## config.mk

```make
export PLATFORM = sky130hd
export DESIGN_NAME = frame_strobe_sequencer
export DESIGN_NICKNAME = d
export VERILOG_FILES = /design/src/rtl/fabric_cfg_pkg.sv /design/src/rtl/frame_row_assembler.sv /design/src/rtl/frame_strobe_sequencer.sv
export SDC_FILE = /design/constraint.sdc
export NUM_CORES = 1
export LEC_CHECK = 0
export BUFFER_PORTS_ARGS = -buffer_cell sky130_fd_sc_hd__buf_2
export CAP_MARGIN = 20
export CORE_AREA = 2 2 129 100
export CTS_CLUSTER_SIZE = 40
export DETAILED_ROUTE_END_ITERATION = 7
export DIE_AREA = 0 0 131 102
export HOLD_SLACK_MARGIN = 0.02
export PLACE_DENSITY = 0.88
export SYNTH_ARGS = -nofsm -noshare
export SYNTH_HDL_FRONTEND = slang
export SYNTH_SLANG_ARGS = --single-unit
```

## constraint.sdc

```tcl
create_clock -name CLK -period 3.9 [get_ports CLK]
set_clock_uncertainty 0.1 [all_clocks]
set_input_delay 0.39 -clock CLK [delete_from_list [all_inputs] [get_ports CLK]]
set_output_delay 0.39 -clock CLK [all_outputs]
set_load 0.05 [all_outputs]
```

## src/rtl/fabric_cfg_pkg.sv

```systemverilog
// fabric_cfg_pkg: shared sequencer state type, column defaults and index-width helper
// No ports; imported by frame_strobe_sequencer and frame_row_assembler.
package fabric_cfg_pkg;
    typedef enum logic [2:0] {IDLE, LOAD, STROBE, HOLD, DONE} seq_state_t;
    localparam int MAX_FRAMES_PER_COL = 20;
    localparam int FRAME_BITS_PER_ROW = 32;
    localparam int NUM_ROWS           = 4;
    // Counter width for n positions; never narrower than one bit.
    function automatic int idx_width(input int n);
        return (n > 1) ? $clog2(n) : 1;
    endfunction
endpackage

```

## src/rtl/frame_row_assembler.sv

```systemverilog
// frame_row_assembler: FrameData register bank, one word-wide row written per accepted word
// Ports:
//   i_clk, i_rst_n  clock, asynchronous active-low reset
//   i_row_idx       row selected by the current word
//   i_wr            write strobe (accepted handshake)
//   i_data          configuration word
//   o_frame_data    assembled frame, row 0 in the least significant word
module frame_row_assembler
    import fabric_cfg_pkg::*;
#(
    parameter int FrameBitsPerRow = FRAME_BITS_PER_ROW,
    parameter int NumRows         = NUM_ROWS,
    parameter int RowW            = idx_width(NUM_ROWS)
) (
    input  logic                               i_clk,
    input  logic                               i_rst_n,
    input  logic [RowW-1:0]                    i_row_idx,
    input  logic                               i_wr,
    input  logic [FrameBitsPerRow-1:0]         i_data,
    output logic [NumRows*FrameBitsPerRow-1:0] o_frame_data
);
    logic [NumRows-1:0][FrameBitsPerRow-1:0] r_rows;
    logic [NumRows-1:0]                      w_we;
    always_comb begin
        w_we = '0;
        for (int i = 0; i < NumRows; i++) w_we[i] = i_wr && (i_row_idx == RowW'(i));
    end
    always_ff @(posedge i_clk or negedge i_rst_n) begin
        if (!i_rst_n) r_rows <= '0;
        else for (int i = 0; i < NumRows; i++) if (w_we[i]) r_rows[i] <= i_data;
    end
    assign o_frame_data = r_rows;
endmodule

```

## src/rtl/frame_strobe_sequencer.sv

```systemverilog
// frame_strobe_sequencer: loads a tile column frame by frame and fires one one-hot FrameStrobe per frame
// Ports:
//   CLK, resetn   configuration clock, asynchronous active-low reset
//   start, abort  begin a column load (IDLE only) / cancel a load in progress
//   in_data, in_valid, in_ready  configuration word stream
//   FrameData     assembled frame presented to the column
//   FrameStrobe   one-hot frame write strobe
//   MODE          1 while configuring, 0 in operation
//   busy, done    not IDLE / one-cycle pulse after the last frame
module frame_strobe_sequencer
    import fabric_cfg_pkg::*;
#(
    parameter int MaxFramesPerCol = MAX_FRAMES_PER_COL,
    parameter int FrameBitsPerRow = FRAME_BITS_PER_ROW,
    parameter int NumRows         = NUM_ROWS
) (
    input  logic                               CLK,
    input  logic                               resetn,
    input  logic                               start,
    input  logic                               abort,
    input  logic [FrameBitsPerRow-1:0]         in_data,
    input  logic                               in_valid,
    output logic                               in_ready,
    output logic [NumRows*FrameBitsPerRow-1:0] FrameData,
    output logic [MaxFramesPerCol-1:0]         FrameStrobe,
    output logic                               MODE,
    output logic                               busy,
    output logic                               done
);
    localparam int FW = idx_width(MaxFramesPerCol);
    localparam int RW = idx_width(NumRows);
    seq_state_t                 r_state;
    logic [FW-1:0]              r_frame_idx;
    logic [RW-1:0]              r_row_idx;
    logic [MaxFramesPerCol-1:0] r_strobe;
    logic                       r_mode;
    logic                       r_done;
    logic                       w_accept;
    logic                       w_last_row;
    logic                       w_last_frame;
    assign w_accept     = in_valid && (r_state == LOAD);
    assign w_last_row   = r_row_idx == RW'(NumRows - 1);
    assign w_last_frame = r_frame_idx == FW'(MaxFramesPerCol - 1);
    assign in_ready     = r_state == LOAD;
    assign busy         = r_state != IDLE;
    assign FrameStrobe  = r_strobe;
    assign MODE         = r_mode;
    assign done         = r_done;
    // Strobe and done are registered so they last exactly one cycle and
    // are cleared by default on every edge.
    always_ff @(posedge CLK or negedge resetn) begin
        if (!resetn) begin
            r_state     <= IDLE;
            r_frame_idx <= '0;
            r_row_idx   <= '0;
            r_strobe    <= '0;
            r_mode      <= 1'b0;
            r_done      <= 1'b0;
        end else begin
            r_strobe <= '0;
            r_done   <= 1'b0;
            case (r_state)
                IDLE: if (start) begin
                    r_state     <= LOAD;
                    r_frame_idx <= '0;
                    r_row_idx   <= '0;
                    r_mode      <= 1'b1;
                end
                LOAD: begin
                    // A word offered alongside abort is still written.
                    if (in_valid) r_row_idx <= w_last_row ? '0 : r_row_idx + RW'(1);
                    if (abort) begin
                        r_state <= IDLE;
                        r_mode  <= 1'b0;
                    end else if (in_valid && w_last_row) begin
                        r_state  <= STROBE;
                        r_strobe <= MaxFramesPerCol'(1) << r_frame_idx;
                    end
                end
                STROBE: begin
                    r_state <= abort ? IDLE : HOLD;
                    r_mode  <= !abort;
                end
                HOLD: if (abort) begin
                    r_state <= IDLE;
                    r_mode  <= 1'b0;
                end else if (w_last_frame) begin
                    r_state <= DONE;
                    r_mode  <= 1'b0;
                    r_done  <= 1'b1;
                end else begin
                    r_state     <= LOAD;
                    r_frame_idx <= r_frame_idx + FW'(1);
                end
                default: begin
                    r_state <= IDLE;
                    r_mode  <= 1'b0;
                end
            endcase
        end
    end
    frame_row_assembler #(
        .FrameBitsPerRow(FrameBitsPerRow),
        .NumRows        (NumRows),
        .RowW           (RW)
    ) u_rows (
        .i_clk       (CLK),
        .i_rst_n     (resetn),
        .i_row_idx   (r_row_idx),
        .i_wr        (w_accept),
        .i_data      (in_data),
        .o_frame_data(FrameData)
    );
endmodule

```

==> out/metrics.cfg <==
[floorplanning]
io_pins=189
fp-row-count=35
core_um2=12000
start_util=0.551
die_x_um=131
die_h_um=102
design.die.area_um2=13400

[setup_path]
endpoint_kind=flop
crit_arrival_ns=2.66
required_ns=4.09
path_class=reg2reg
start_kind=flop
worstPathMaxFanout=23

[synth]
postSynth.asyncResetShare=1.00
yosys_most_used_dff=dfrtp_1
ys_seq_area_frac=0.604
yosysWarnings=0
netlist_area_um2=6630
synth_cells=409
synth_nets=456
synth.avg_cell_area_um2=16.2
synth_edf_count=0
ys_types=43
ys_ff_latch=160

[status]
status=complete, no violations

[clock_network]
cts_buffers=17
clock_sinks=160
cts_tree=yes
clk_pin_slew_ns=0.07
clk_path_buf_depth=2
clock_latency_ns=0.41
cts_root_buf=clkbuf_16
htree_levels=4

[routing]
routed-wl-met3_um=957
drt_iter0_drc=160
vias_per_cell=5.30
final_antenna_net_count=0
drc_errors=0
routedWlPerCell_um=18.5
drt-pass1-iter-count=4
wl_met2_mm=7.05
top_layer=met4
wl_met1_mm=6.28
vias=4115
wl_mm=14.4

[sta]
post-route-worst-setup-slack_ns=1.43
tightest_slew_ns=0.718
finalMaxSlewViolations=0
final.min_clock_period_ns=2.47
fmax_mhz=404
slew_headroom=0.521
setup_viol=0
finalSetupTns_ns=0
hold_viol_final=0
final.period_utilization=0.634
timing.hold.ws_ns=0.147
rsz0062_at_grt=false

[finish]
drive_gt1_frac=0.591
nNetsFinal=645
fillers=848
layout_common_cells=187 x buf_2, 160 x dfrtp_1, 69 x mux2_2, 60 x mux2_4, 17 x clkbuf_16
multiInputGateArea_um2=2370
seq_area_um2=4000
final_common_cell=buf_2
antennaDiodeCount=0
synthToLayoutAreaGrowth_pct=23.9

[min_path]
hp-class=in2reg

[place]
port-buffer-count=188
dp_slack_ns=1.36
hpwlAfterDp_mm=9.85
place_congestion=0.765

[flow_run]
max_cap_viol_count=0

[grt]
grt_pass1_wl_mm=22.6
grt_pass1_vias=4285
antenna_found_initial=0
grt-ovfl-total=0
grt_max_degree=83
grt_use_total=0.222

sequential cells by signal, indices dropped and copies added, names as in the netlist:
signal	cells
u_rows.o_frame_data	128
MODE	1
done	1
r_frame_idx	5
FrameStrobe	20
r_state	3
r_row_idx	2
stage by stage:
stage | cells | util | area, um2
detailed placement | 742 | 0.630 | 7590
floorplan | 409 | - | 6630
finish | 777 | 0.682 | 8220
global placement | 742 | 0.630 | 7590
global route | 777 | 0.682 | 8220
CTS | 775 | 0.678 | 8170
path summary, 6_finish.rpt:
kind	startpoint	endpoint	slack, ns	cells past startpoint
max in group asynchronous	resetn	r_state[1]$_DFFE_PN0P_	2.32	3
worst max-delay path	r_state[1]$_DFFE_PN0P_	u_rows.o_frame_data[93]$_DFFE_PN0P_	1.43	4
worst max register to register	r_state[1]$_DFFE_PN0P_	u_rows.o_frame_data[93]$_DFFE_PN0P_	1.43	4
worst min-delay path	in_data[1]	u_rows.o_frame_data[1]$_DFFE_PN0P_	0.15	2
min in group asynchronous	resetn	r_frame_idx[1]$_DFFE_PN0P_	0.47	2
worst min register to register	u_rows.o_frame_data[41]$_DFFE_PN0P_	u_rows.o_frame_data[41]$_DFFE_PN0P_	0.40	1
metal layers:
metal / vias up / GRT usage
met5: - / 0
met4: 0 / 0.0532
met3: 10 / 0.0654
met2: 160 / 0.369
met1: 2110 / 0.291
li1: 1835 / -
critical path, cell delays in order (launching register included):
cell	delay, ns
dfrtp_1	0.65
and4bb_2	0.32
nand2_1	0.43
buf_4	0.43
mux2_2	0.39
repair_timing:
item	CTS	global route
hold endpoints to repair	78	0
buffers inserted	0	0
hold buffers	1	0
resized for setup	0	0
cells in the mapped netlist, types with 5 or more instances:
cell        n  area (um2)
clkbuf_1    5        18.8
nor3_1      8        40.0
nand2_1    10        37.5
mux2_2     69         777
dfrtp_1   160        4000
inv_1       7        26.3
nor2_1      6        22.5
buf_12      6         120
buf_4       9        67.6
nor4_1      5        31.3
mux2_4     60         901
ha_1       10         125
cell families after synthesis:
| family | after synthesis | share of synthesized area |
|---|---|---|
| DFF | 160 | 0.604 |
| muxes | 132 | 0.257 |
| and+or+nand+nor | 59 | 0.0594 |
| buffers and inverters | 31 | 0.0400 |
| AOI/OAI and AO/OA | 17 | 0.0206 |
| adders and majority gates | 10 | 0.0189 |
cell type report:
cell class	instances	share of cell area
flip-flops and latches	160	0.487
clock buffers	20	0.0544
well taps	166	0.0253
multi-input cells	218	0.288
repair buffers	194	0.127
inverters	7	0.00320
clock inverters	12	0.0154
Power is left out: the tool's default activity adds up to more than one toggle a clock period on the data nets, which glitch-free logic cannot reach.
